**src/rtl/contador_m_redux_multi_pkg.sv**
```systemverilog
// contador_m_redux_multi_pkg: modo encodings, divider width and parameter legality for the redux counter
package contador_m_redux_multi_pkg;
  localparam logic [1:0] MODO_WRAP = 2'b00;
  localparam logic [1:0] MODO_SAT = 2'b01;
  localparam logic [1:0] MODO_BOUNCE = 2'b10;
  function automatic int div_w(input int n, input int score_n);
    return n + score_n;
  endfunction
  function automatic bit params_ok(input int m, input int n, input int score_n, input int min_m, input int nch);
    return n >= 1 && score_n >= 1 && nch >= 1 && min_m >= 1 && min_m <= m && m <= (1 << n) - 1;
  endfunction
endpackage

```
**src/rtl/contador_m_redux_multi_if.sv**
```systemverilog
// contador_m_redux_multi_if: channel controls, difficulty score and counter status bundle
interface contador_m_redux_multi_if #(
  parameter int N = 7,
  parameter int SCORE_N = 8,
  parameter int NCH = 4
);
  logic [NCH-1:0] zera_s, conta, count_up;
  logic [1:0] modo;
  logic [SCORE_N-1:0] score;
  logic [NCH*N-1:0] Q;
  logic [NCH-1:0] fim, inicio, dir;
  logic [N-1:0] M_eff_out, mid_idx_out, max_idx_out;
  logic busy, upd;
  modport master (
    output zera_s, conta, count_up, modo, score,
    input Q, fim, inicio, dir, M_eff_out, mid_idx_out, max_idx_out, busy, upd
  );
  modport slave (
    input zera_s, conta, count_up, modo, score,
    output Q, fim, inicio, dir, M_eff_out, mid_idx_out, max_idx_out, busy, upd
  );
endinterface

```
**src/rtl/redux_div_seq.sv**
```systemverilog
// redux_div_seq: restoring divider, one quotient bit per cycle; done marks the last busy cycle
module redux_div_seq #(
  parameter int W = 15,
  parameter int QW = 7
) (
  input  logic clk,
  input  logic rst_n,
  input  logic start,
  input  logic [W-1:0] dividend,
  input  logic [W-1:0] divisor,
  output logic busy,
  output logic done,
  output logic [QW-1:0] quotient
);
  localparam int CW = $clog2(W + 1);
  logic [W-1:0] rem, q;
  logic [CW-1:0] cnt;
  logic [W:0] trial;
  // borrow out of the trial subtraction means the shifted remainder was below the divisor
  assign trial = {rem, q[W-1]} - {1'b0, divisor};
  assign done = busy && cnt == '0;
  assign quotient = q[QW-1:0];
  always_ff @(posedge clk or negedge rst_n)
    if (!rst_n) begin
      busy <= 1'b0;
      rem <= '0;
      q <= '0;
      cnt <= '0;
    end else if (start && !busy) begin
      busy <= 1'b1;
      rem <= '0;
      q <= dividend;
      cnt <= CW'(W);
    end else if (done) begin
      busy <= 1'b0;
    end else if (busy) begin
      cnt <= cnt - CW'(1);
      rem <= trial[W] ? {rem[W-2:0], q[W-1]} : trial[W-1:0];
      q <= {q[W-2:0], ~trial[W]};
    end
endmodule

```
**src/rtl/contador_m_redux_multi.sv**
```systemverilog
// contador_m_redux_multi: NCH counters sharing a modulus shrunk by a difficulty score
// through a sequential divider; new limits land on the upd edge with clamping.
module contador_m_redux_multi
  import contador_m_redux_multi_pkg::*;
#(
  parameter int M = 100,
  parameter int N = 7,
  parameter int SCORE_N = 8,
  parameter int MIN_M = 10,
  parameter int NCH = 4
) (
  input logic clock,
  input logic zera_as_n,
  contador_m_redux_multi_if.slave bus
);
  localparam int W = div_w(N, SCORE_N);
  localparam logic [W-1:0] DIFF = W'(M - MIN_M);
  localparam logic [W-1:0] DEN = W'((1 << SCORE_N) - 1);
  if (!params_ok(M, N, SCORE_N, MIN_M, NCH)) begin : g_bad_params
    $error("contador_m_redux_multi: illegal parameter set");
  end
  logic [SCORE_N-1:0] last;
  logic [N-1:0] m_eff, quot, nm_eff, nmax, mid, mx;
  logic start, dbusy, done;
  assign start = !dbusy && bus.score != last;
  redux_div_seq #(.W(W), .QW(N)) u_div (
    .clk(clock),
    .rst_n(zera_as_n),
    .start(start),
    .dividend(DIFF * W'(bus.score)),
    .divisor(DEN),
    .busy(dbusy),
    .done(done),
    .quotient(quot)
  );
  always_ff @(posedge clock or negedge zera_as_n)
    if (!zera_as_n) begin
      last <= '0;
      m_eff <= N'(M);
    end else begin
      if (start) last <= bus.score;
      if (done) m_eff <= nm_eff;
    end
  // counting on the upd edge already uses the limits being applied there
  assign nm_eff = done ? N'(M) - quot : m_eff;
  assign nmax = nm_eff - N'(1);
  assign mid = m_eff >> 1;
  assign mx = m_eff - N'(1);
  assign bus.M_eff_out = m_eff;
  assign bus.mid_idx_out = mid;
  assign bus.max_idx_out = mx;
  assign bus.busy = dbusy;
  assign bus.upd = done;
  for (genvar i = 0; i < NCH; i++) begin : g_ch
    logic [N-1:0] q, qn;
    logic d, dn, up, bounce, sat;
    assign bounce = bus.modo == MODO_BOUNCE;
    assign sat = bus.modo == MODO_SAT;
    assign up = bounce ? d : bus.count_up[i];
    always_comb begin
      qn = q;
      dn = d;
      if (bus.zera_s[i]) begin
        qn = mid;
        dn = bus.count_up[i];
      end else if (done && q > nmax) begin
        qn = nmax;
      end else if (bus.conta[i]) begin
        if (nmax == '0) qn = '0;
        else if (bounce && d && q >= nmax) begin
          qn = nmax - N'(1);
          dn = 1'b0;
        end else if (bounce && !d && q == '0) begin
          qn = N'(1);
          dn = 1'b1;
        end else if (up) qn = q >= nmax ? (sat ? nmax : '0) : q + N'(1);
        else qn = q == '0 ? (sat ? '0 : nmax) : q - N'(1);
      end
    end
    always_ff @(posedge clock or negedge zera_as_n)
      if (!zera_as_n) begin
        q <= N'(M / 2);
        d <= 1'b1;
      end else begin
        q <= qn;
        d <= dn;
      end
    assign bus.Q[i*N +: N] = q;
    assign bus.fim[i] = q == mx;
    assign bus.inicio[i] = q == '0;
    assign bus.dir[i] = up;
  end
endmodule

```
**src/flat_wrapper.sv**
```systemverilog
// flat-port wrapper written by rule: the top's interface ports become plain ports
module contador_m_redux_multi_flat import contador_m_redux_multi_pkg::*;
#(
  parameter int M = 100,
  parameter int N = 7,
  parameter int SCORE_N = 8,
  parameter int MIN_M = 10,
  parameter int NCH = 4
)
  (clock, zera_as_n, bus_zera_s, bus_conta, bus_count_up, bus_modo, bus_score, bus_Q, bus_fim, bus_inicio, bus_dir, bus_M_eff_out, bus_mid_idx_out, bus_max_idx_out, bus_busy, bus_upd);
  contador_m_redux_multi_if #(.N(N), .SCORE_N(SCORE_N), .NCH(NCH)) bus_i ();
  input logic clock;
  input logic zera_as_n;
  input wire logic [$bits(bus_i.zera_s)-1:0] bus_zera_s;
  input wire logic [$bits(bus_i.conta)-1:0] bus_conta;
  input wire logic [$bits(bus_i.count_up)-1:0] bus_count_up;
  input wire logic [$bits(bus_i.modo)-1:0] bus_modo;
  input wire logic [$bits(bus_i.score)-1:0] bus_score;
  output wire logic [$bits(bus_i.Q)-1:0] bus_Q;
  output wire logic [$bits(bus_i.fim)-1:0] bus_fim;
  output wire logic [$bits(bus_i.inicio)-1:0] bus_inicio;
  output wire logic [$bits(bus_i.dir)-1:0] bus_dir;
  output wire logic [$bits(bus_i.M_eff_out)-1:0] bus_M_eff_out;
  output wire logic [$bits(bus_i.mid_idx_out)-1:0] bus_mid_idx_out;
  output wire logic [$bits(bus_i.max_idx_out)-1:0] bus_max_idx_out;
  output wire logic [$bits(bus_i.busy)-1:0] bus_busy;
  output wire logic [$bits(bus_i.upd)-1:0] bus_upd;
  assign bus_i.zera_s = bus_zera_s;
  assign bus_i.conta = bus_conta;
  assign bus_i.count_up = bus_count_up;
  assign bus_i.modo = bus_modo;
  assign bus_i.score = bus_score;
  assign bus_Q = bus_i.Q;
  assign bus_fim = bus_i.fim;
  assign bus_inicio = bus_i.inicio;
  assign bus_dir = bus_i.dir;
  assign bus_M_eff_out = bus_i.M_eff_out;
  assign bus_mid_idx_out = bus_i.mid_idx_out;
  assign bus_max_idx_out = bus_i.max_idx_out;
  assign bus_busy = bus_i.busy;
  assign bus_upd = bus_i.upd;
  contador_m_redux_multi #(.M(M), .N(N), .SCORE_N(SCORE_N), .MIN_M(MIN_M), .NCH(NCH)) u_core (.clock(clock), .zera_as_n(zera_as_n), .bus(bus_i));
endmodule
```
**config.mk**
```make
export PLATFORM = sky130hd
export DESIGN_NAME = contador_m_redux_multi_flat
export DESIGN_NICKNAME = d
export VERILOG_FILES = /design/src/rtl/contador_m_redux_multi_pkg.sv /design/src/rtl/contador_m_redux_multi_if.sv /design/src/rtl/redux_div_seq.sv /design/src/rtl/contador_m_redux_multi.sv /design/src/flat_wrapper.sv
export SDC_FILE = /design/constraint.sdc
export NUM_CORES = 1
export LEC_CHECK = 0
export ABC_AREA = 1
export ABC_CLOCK_PERIOD_IN_PS = 5200
export CAP_MARGIN = 10
export CORE_AREA = 2 2 191 193
export DETAILED_ROUTE_END_ITERATION = 8
export DIE_AREA = 0 0 193 195
export GPL_ROUTABILITY_DRIVEN = 0
export PLACE_DENSITY = 0.45
export SLEW_MARGIN = 0
export SYNTH_ARGS = -nofsm -noshare
export SYNTH_HDL_FRONTEND = slang
export SYNTH_HIERARCHICAL = 1
export SYNTH_SLANG_ARGS = --single-unit
```
**constraint.sdc**
```tcl
create_clock -name clock -period 5.2 [get_ports clock]
set_input_delay 1.04 -clock clock [delete_from_list [all_inputs] [get_ports clock]]
set_output_delay 1.04 -clock clock [all_outputs]
set_load 0.01 [all_outputs]
```
## Word-level counts from Yosys, hierarchy flattened

Cells that the tools add are included.

| word-level totals | value |
|---|---|
| bits in registers | 82 |
| bits of input ports | 24 |
| output and inout port bits | 63 |
| word-level logic and storage cells | 186 |

| operators by class | value |
|---|---|
| $add $sub $neg | 14 |
| multipliers | 1 |
| $lt $le $gt $ge | 8 |
| eq/ne operators | 16 |
| muxes and demuxes | 79 |
| bitwise operators | 1 |
| reductions and logical operators | 53 |

Operator list:

| kind | count |
|---|---|
| 7-bit 2-to-1 mux | 39 |
| 15-bit 2-to-1 mux | 7 |
| 7-bit by 1-bit subtractor with 7-bit output, second input constant | 7 |
| 7-bit logical NOT | 5 |
| 1-bit 2-to-1 mux | 30 |
| 7-bit by 1-bit adder with 7-bit output, second input constant | 4 |
| 7-bit == test | 4 |
| 7-bit >= comparator | 4 |
| 7-bit greater-than comparator | 4 |
| 3-bit nonzero test | 8 |
| 1-bit logical AND | 23 |
| 2-bit inequality test, second input constant | 9 |
| 4-bit AND reduction | 4 |
| 16-bit by 8-bit subtractor with 16-bit output, second input constant | 1 |
| 6-bit by 8-bit multiplier with 14-bit output, first input constant | 1 |
| 4-bit 2-to-1 mux | 3 |
| 2-bit nonzero test | 6 |
| 8-bit inequality test | 1 |
| 7-bit subtractor, first input constant | 1 |
| 1-bit logical NOT | 5 |
| 4-bit logical NOT | 1 |
| 4-bit by 1-bit subtractor with 4-bit output, second input constant | 1 |
| 2-bit by 1-bit == test with 1-bit output, second input constant | 1 |
| 2-bit == test, second input constant | 1 |
| other kinds (2) | 2 |

## Logic depth before layout (Yosys ltp)

Gate-level depths: netlist of the first run.

| depth | value |
|---|---|
| depth in word-level cells | 13 |
| gate-level depth with buffers | 31 |
| mapped depth without buffers | 29 |

## By module

The synthesis of the first run kept the hierarchy.

Modules (own cells, without submodules):

| module | instances | cells an instance | area an instance (um^2) | seq. area each (um^2) |
|---|---|---|---|---|
| contador_m_redux_multi | 1 | 1224 | 7766.2 | 1199.9 |
| redux_div_seq | 1 | 406 | 2805.2 | 875.8 |

## Worst setup path before layout of the first run

Ideal clock, no wire load.

| path | value |
|---|---|
| path type | input to register |
| start point | in bus_score[1] |
| end point | reg u_core.u_div.q[14] |
| setup time | 138 ps |
| arrival | 3908 ps |
| required time | 5062 ps |
| setup slack | 1154 ps |
| stages on the path | 18 |
| path buffers | 0 |
| path through | ha_1 inv_1 fa_1 fa_1 inv_1 ha_1 a21oi_1 nand2_1 a21oi_1 inv_1 a21oi_1 o21ai_0 a21oi_1 nor2_1 nor2_1 xnor2_1 nand2_1 o221ai_1 |

| on the way | value |
|---|---|
| word-level cells in the longest chain between the ends | 5 |
| elaborated cells on any way between the ends | 8 |
| classes of those cells | mul (1); eq/ne (2); mux (1); reduce/logical (4) |

RTL lines:

| what | line | text |
|---|---|---|
| start, declared | flat_wrapper.sv:18 | `input wire logic [$bits(bus_i.score)-1:0] bus_score;` |
| parallel branches: the longest is 5 deep, another holds 6-bit by 8-bit multiplier with 14-bit output | -- |  |
| end signal, assigned | redux_div_seq.sv:32 | `q <= dividend;` |
| end signal, assigned | redux_div_seq.sv:39 | `q <= {q[W-2:0], ~trial[W]};` |
| end, declared | redux_div_seq.sv:16 | `logic [W-1:0] rem, q;` |

Several ways; the timed one is not identified.
A chain may end at the register's enable or synchronous reset.

## Final worst setup path of the first run

| path | value |
|---|---|
| start point | reg u_core.m_eff[0] (netlist: u_core/bus.M_eff_out[0]) |
| end point | out bus_fim[2] |

| on the way | value |
|---|---|
| word-level cells in the longest chain between the ends | 2 |

RTL lines:

| what | line | text |
|---|---|---|
| start, declared | contador_m_redux_multi.sv:23 | `logic [N-1:0] m_eff, quot, nm_eff, nmax, mid, mx;` |
| start signal, assigned | contador_m_redux_multi.sv:39 | `m_eff <= N'(M);` |
| start signal, assigned | contador_m_redux_multi.sv:42 | `if (done) m_eff <= nm_eff;` |
| 7-bit by 1-bit subtractor with 7-bit output | contador_m_redux_multi.sv:48 | `assign mx = m_eff - N'(1);` |
| 7-bit == test | contador_m_redux_multi.sv:89 | `assign bus.fim[i] = q == mx;` |
| end, declared | flat_wrapper.sv:20 | `output wire logic [$bits(bus_i.fim)-1:0] bus_fim;` |

Every way passes these cells.

==> out/qor.csv, run 1 <==
metric,value,unit
grt_pass1_wl,58700,um
netlist_area,0.0106,mm2
dp_cells,2146,
post-route-period-util,90.0,%
tightest_slew,0.935,ns
cpMostUsedCell,nand2_1,
max_cap_violations,0,
final_common_cell,nand2_1,
ys_ff_latch,82,
cts_tree,done,
synth_cell_types,59,
cp_slowest_stage_delay,0.61,ns
diodes,0,
grt_pass1_vias,10194,
min-delay-start,u_core/g_ch[3].d$_DFFE_PN1P_,
postCtsHoldBufs,0,
fin_area,0.0121,mm2
rrSetupSlack,0.82,ns
postCtsSetupRepairBufs,0,
fin_tns_setup,0,ns
path_class,reg -> out,
syn_avg_cell_area,6.49,um2
worstReg2RegEnd,u_core/g_ch[3].q[6]$_DFFE_PN0P_,
clock_skew,0.0147,ns
outcome,"complete, no violations",
setup_viol,0,
powerDensity,759,mW/mm2
synth_cells,1630,
cp.depth,10,
clk_pin_slew_worst_paths,0.07,ns
crit_arrival,3.64,ns
vias,10559,
end_kind,output pin,
synth_flop_cell,dfrtp_1,
routed_wirelength,38200,um
row_count,69,
drv_slew,0,
power,9.15,mW
grt_max_degree,53,
final_layout_size_suffix_gt1_share,10.8,%
worst_hold_slack,0.492,ns
cp_max_fo,7,
worstPathRequired,4.16,ns
viasPerCell,4.88,
firstDrtPassIters,5,
place_area,0.0118,mm2
detail-route-antenna-nets,0,
ys_warn_count,6,
clk_path_buf_depth,2,
drc,0,
synth_edf_count,0,
dp_hpwl,28900,um
crit_chain,"clkinv_2, ha_1, or2_2, nand2_1, inv_1, nand2_1, nand4_1, a2111oi_0, buf_4, clkdlybuf4s50_1",
cts_max_level,3,
clock_latency,0.37,ns
io_buffers,85,
dieArea,0.0376,mm2
cp_slowest_cell,dfrtp_1,
period_needed,4.68,ns
cp_num_buf_inv,4,
core_area,0.0354,mm2
die_w,193,um
synthToLayoutAreaGrowth,14.0,%
hold_viol,0,
p_leak,6.25,nW
die_y,195,um
synthArstFlopShare,100,%
layout_common_cells,"nand2_1 (470), inv_1 (250), nand3_1 (115), clkdlybuf4s50_1 (84), a21oi_1 (83)",
clockRootBuffer,clkbuf_16,
whs_path_depth,2,
reg2reg_from,u_core/u_div/cnt[0]$_DFFE_PN0P_,
hold_class,reg -> reg,
final_cell_count_no_fill,2162,
drt-wirelength-per-cell,17.7,um
fmax,214,MHz
grt_use_total,20.6,%
initial_core_util,29.9,%
ioPinCount,87,
worstHoldEndpoint,u_core/g_ch[3].d$_DFFE_PN1P_,
cp-start-kind,flip-flop,
ys_seq_area_share,19.6,%
nets,1806,
maxSlewHeadroom,37.2,%
crit_family,buffers and inverters,
drtIter0Drc,695,
cts.sinks,82,
numCtsBuffers,9,
max-vdd-ir-drop,0.000265,V
cts_resized,0,
r2r_cells,24,
grt_setup_unrepaired,no,
antenna_found_initial,0,
overflow,0,
-- cells in the mapped netlist (all sizes together), types with 2 or more instances --
master     n  share of area, %
nand3    139               8.1
or2        4              0.24
nor2      97               4.4
nand3b     5              0.63
buf       39               2.9
conb       2             0.071
dfstp     19               4.7
o211ai     9              0.64
fa        11               2.1
clkinv     6              0.22
o21a       2              0.14
nand2    515                20
nor3      34               1.8
o211a      2              0.19
ha        75               8.9
o21ai     78               3.8
a22oi      8              0.57
o22ai     12              0.71
xor2      57               4.7
o221ai    13               1.1
nand4     30               1.9
xnor2     18               1.5
dfrtp     63                15
inv      266               9.4
clkbuf    24              0.85
a21oi     88               4.5
a2111oi    3              0.25
and2       3              0.22
-- worst register-to-register path, cell delays in order (launching register included) --
cell and delay [ns]:
dfrtp_1 0.39, inv_1 0.11, ha_1 0.15, nand2_1 0.09, nor2_2 0.09, buf_4 0.31
nand2_1 0.12, o21ai_2 0.11, inv_1 0.13, ha_1 0.22, nand2_2 0.08, inv_2 0.04
nand2_1 0.10, nor2_4 0.05, nor2_2 0.37, ha_1 0.35, a21oi_1 0.13, nor2_1 0.08
nor2_4 0.23, nand2_2 0.13, nand2_1 0.52, nand2_1 0.18, o211a_1 0.17, nand2_1 0.07
nand2_1 0.04
-- final cells by class --
| class | count | area (um2) |
|---|---|---|
| Clock buffer | 11 | 233 |
| Clock inverter | 5 | 33.8 |
| Fill cell | 3964 | 23300 |
| Inverter | 272 | 1020 |
| Multi-Input combinational cell | 1229 | 7140 |
| Sequential cell | 82 | 2080 |
| Tap cell | 461 | 577 |
| Timing Repair Buffer | 102 | 976 |
-- metrics by stage --
step | worst slack (ns) | util, %
after floorplan | 1.15 | -
after global placement | 0.371 | 33.3
after detailed placement | 0.356 | 33.3
after CTS | 0.530 | 34.1
after global routing | 0.278 | 34.1
final | 0.522 | 34.1
-- how the worst max path moves through the flow --
stage                                              from                        endpoint  slack (ns)
floorplan                                  bus_score[1]  u_core/u_div/q[14]$_DFFE_PN0P_        1.15
global placement                           bus_score[4]  u_core/u_div/q[14]$_DFFE_PN0P_        0.37
detailed placement                         bus_score[4]  u_core/u_div/q[14]$_DFFE_PN0P_        0.36
CTS                                         bus_modo[1]                      bus_dir[0]        0.53
global route        u_core/bus.M_eff_out[0]$_DFFE_PN0P_                      bus_fim[0]        0.28
finish              u_core/bus.M_eff_out[0]$_DFFE_PN0P_                      bus_fim[2]        0.52
-- metal layers --
| metal | GRT usage (%) | wire (um) | vias to the layer above |
|---|---|---|---|
| li1 | - | - | 5331 |
| met1 | 26.8 | 17100 | 4883 |
| met2 | 33.9 | 17800 | 287 |
| met3 | 3.52 | 1930 | 58 |
| met4 | 8.00 | 1340 | 0 |
| met5 | 0 | 0 | - |
-- flip-flops by register name, summed over array words and instances (netlist names) --
register,cells
u_core/u_div/busy,1
u_core/last,8
u_core/g_ch.d,4
u_core/u_div/q,15
u_core/u_div/rem,15
u_core/bus.M_eff_out,7
u_core/g_ch.q,28
u_core/u_div/cnt,4
-- report_power, final --
| part | switching (mW) | leakage [nW] | internal, mW |
|---|---|---|---|
| logic | 4.52 | 5.16 | 2.42 |
| registers | 0.574 | 0.967 | 1.01 |
| clock network | 0.298 | 0.126 | 0.324 |
| total | 5.39 | 6.25 | 3.76 |
-- kinds of logic (layout without fill, tap and decap cells) --
logic type                 Yosys count  count (layout)  share of synthesized area, %
and+or+nand+nor                    829             829                          37.3
buffers and inverters              335             390                          13.5
AOI/OAI and AO/OA                  221             221                          12.4
adders and majority gates           86              86                          11.0
DFF                                 82              82                          19.6
xor gates and xnor gates            75              75                          6.21
other                                2              18                        0.0710
(Power assumes the default switching activity.)
==> inputs of run 2 (changes only) <==
--- a/config.mk
+++ b/config.mk
@@ -8,11 +8,11 @@
 export ABC_AREA = 1
 export ABC_CLOCK_PERIOD_IN_PS = 5200
 export CAP_MARGIN = 10
-export CORE_AREA = 2 2 191 193
+export CORE_AREA = 2 2 166 168
 export DETAILED_ROUTE_END_ITERATION = 8
-export DIE_AREA = 0 0 193 195
+export DIE_AREA = 0 0 168 170
 export GPL_ROUTABILITY_DRIVEN = 0
-export PLACE_DENSITY = 0.45
+export PLACE_DENSITY = 0.57
 export SLEW_MARGIN = 0
 export SYNTH_ARGS = -nofsm -noshare
 export SYNTH_HDL_FRONTEND = slang
==> out/qor.csv, run 2 (same netlist as run 1, synthesis figures left out) <==
metric,value,unit
clock_latency,0.37,ns
numCtsBuffers,9,
cp_max_fo,8,
detail-route-antenna-nets,0,
rrSetupSlack,0.79,ns
use_met2,40.5,%
diodes,0,
maxSlewHeadroom,39.0,%
fin_tns_setup,0,ns
cts_max_level,3,
hold_viol,0,
layout_common_cells,"nand2_1 (470), inv_1 (250), nand3_1 (115), clkdlybuf4s50_1 (84), a21oi_1 (83)",
whs_path_depth,1,
fin_area,0.0119,mm2
grt.busiest_layer,met2,
drc,0,
dieArea,0.0286,mm2
dp_hpwl,26300,um
cts_resized,0,
worstPathRequired,4.16,ns
min-delay-start,u_core/u_div/cnt[0]$_DFFE_PN0P_,
antenna_found_initial,0,
regMostFlops,u_core/g_ch.q,
core_area,0.0267,mm2
clock_skew,0.0193,ns
grt.met1_usage,32.2,%
post-route-period-util,91.3,%
post-route-util,44.8,%
final_common_cell,nand2_1,
crit_arrival,3.71,ns
reg2reg_from,u_core/u_div/cnt[0]$_DFFE_PN0P_,
die_w,168,um
setup_viol,0,
p_leak,6.28,nW
grt_max_degree,53,
worstHoldEndpoint,u_core/u_div/cnt[0]$_DFFE_PN0P_,
clk_path_buf_depth,2,
period_needed,4.75,ns
cts_tree,done,
place_area,0.0116,mm2
io_buffers,85,
clk_pin_slew_worst_paths,0.08,ns
nets,1806,
drtIter0Drc,975,
die_y,170,um
grt_pass1_wl,54400,um
grt_setup_unrepaired,no,
cts.sinks,82,
fill_cells,2814,
firstDrtPassIters,6,
worstReg2RegEnd,u_core/g_ch[1].q[0]$_DFFE_PN0P_,
end_kind,output pin,
synthToLayoutAreaGrowth,13.0,%
grt_use_total,24.3,%
power,9.10,mW
row_count,60,
routed_wirelength,34900,um
path_class,reg -> out,
cp-start-kind,flip-flop,
postCtsSetupRepairBufs,0,
final_layout_size_suffix_gt1_share,10.9,%
powerDensity,762,mW/mm2
final_cell_count_no_fill,2042,
r2r_cells,25,
overflow,0,
viasPerCell,5.27,
vias,10770,
grt_pass1_vias,10002,
clockRootBuffer,clkbuf_16,
max_cap_violations,0,
fmax,211,MHz
largest_registers,"u_core/g_ch.q x28, u_core/u_div/q x15, u_core/u_div/rem x15",
drt-wirelength-per-cell,17.1,um
postCtsHoldBufs,0,
max-vdd-ir-drop,0.000296,V
hold_class,reg -> reg,
tightest_slew,0.911,ns
outcome,"complete, no violations",
ioPinCount,87,
largest_reg_flops,28,
drv_slew,0,
dp_cells,2026,
grt_use_met3,3.16,%
initial_core_util,39.7,%
-- run 2: cell count changes in the layout (fill, tap and decap cells not counted), sizes merged --
| cell | before | now |
|---|---|---|
| clkinvlp | 2 | 0 |
| inv | 266 | 270 |
| clkbuf | 11 | 9 |
-- run 2: stage by stage --
step / hold slack, ns / setup WS (ns)
global route: 0.517 / 0.216
finish: 0.491 / 0.453
CTS: 0.498 / 0.484
global placement: 0.475 / 0.414
detailed placement: 0.488 / 0.312
floorplan: 0.457 / 1.15
-- run 2: worst max-delay path by stage --
stage | start | to | slack [ns] | depth (start not counted)
after floorplan | bus_score[1] | u_core/u_div/q[14]$_DFFE_PN0P_ | 1.15 | 18
after global placement | bus_score[4] | u_core/u_div/q[14]$_DFFE_PN0P_ | 0.41 | 19
after detailed placement | bus_score[4] | u_core/u_div/q[13]$_DFFE_PN0P_ | 0.31 | 19
after CTS | u_core/bus.M_eff_out[1]$_DFFE_PN0P_ | bus_fim[2] | 0.48 | 10
after global routing | u_core/bus.M_eff_out[1]$_DFFE_PN0P_ | bus_fim[2] | 0.22 | 10
final | u_core/bus.M_eff_out[1]$_DFFE_PN0P_ | bus_fim[1] | 0.45 | 9
-- run 2: report_power, final --
| part | internal (mW) | switching, mW | total (mW) |
|---|---|---|---|
| clock | 0.344 | 0.341 | 0.685 |
| sequential | 1.01 | 0.547 | 1.56 |
| combinational | 2.41 | 4.45 | 6.86 |
-- run 2: cell type report --
type / instances / area (um2) / share of cell area (%)
multi-input cells: 1229 / 7140 / 59.7
clock buffers: 9 / 225 / 1.89
repair buffers: 102 / 976 / 8.17
inverters: 272 / 1020 / 8.56
well taps: 341 / 427 / 3.57
flip-flops and latches: 82 / 2080 / 17.4
clock inverters: 7 / 81.3 / 0.681
-- run 2: routing by layer --
| metal | part of all wire (%) | up-vias |
|---|---|---|
| met5 | 0 | - |
| met4 | 3.3 | 0 |
| li1 | - | 5318 |
| met2 | 46 | 396 |
| met3 | 7.7 | 69 |
| met1 | 43 | 4987 |
-- run 2: worst max-delay path, cell delays in order, from the launching register on --
cell and delay, ns:
dfrtp_1 0.43, inv_1 0.40, ha_1 0.26, nand2_1 0.09, nor2_1 0.16, nand3_1 0.10
xor2_1 0.60, o21ai_0 0.16, a2111oi_0 0.49, clkdlybuf4s50_1 0.65
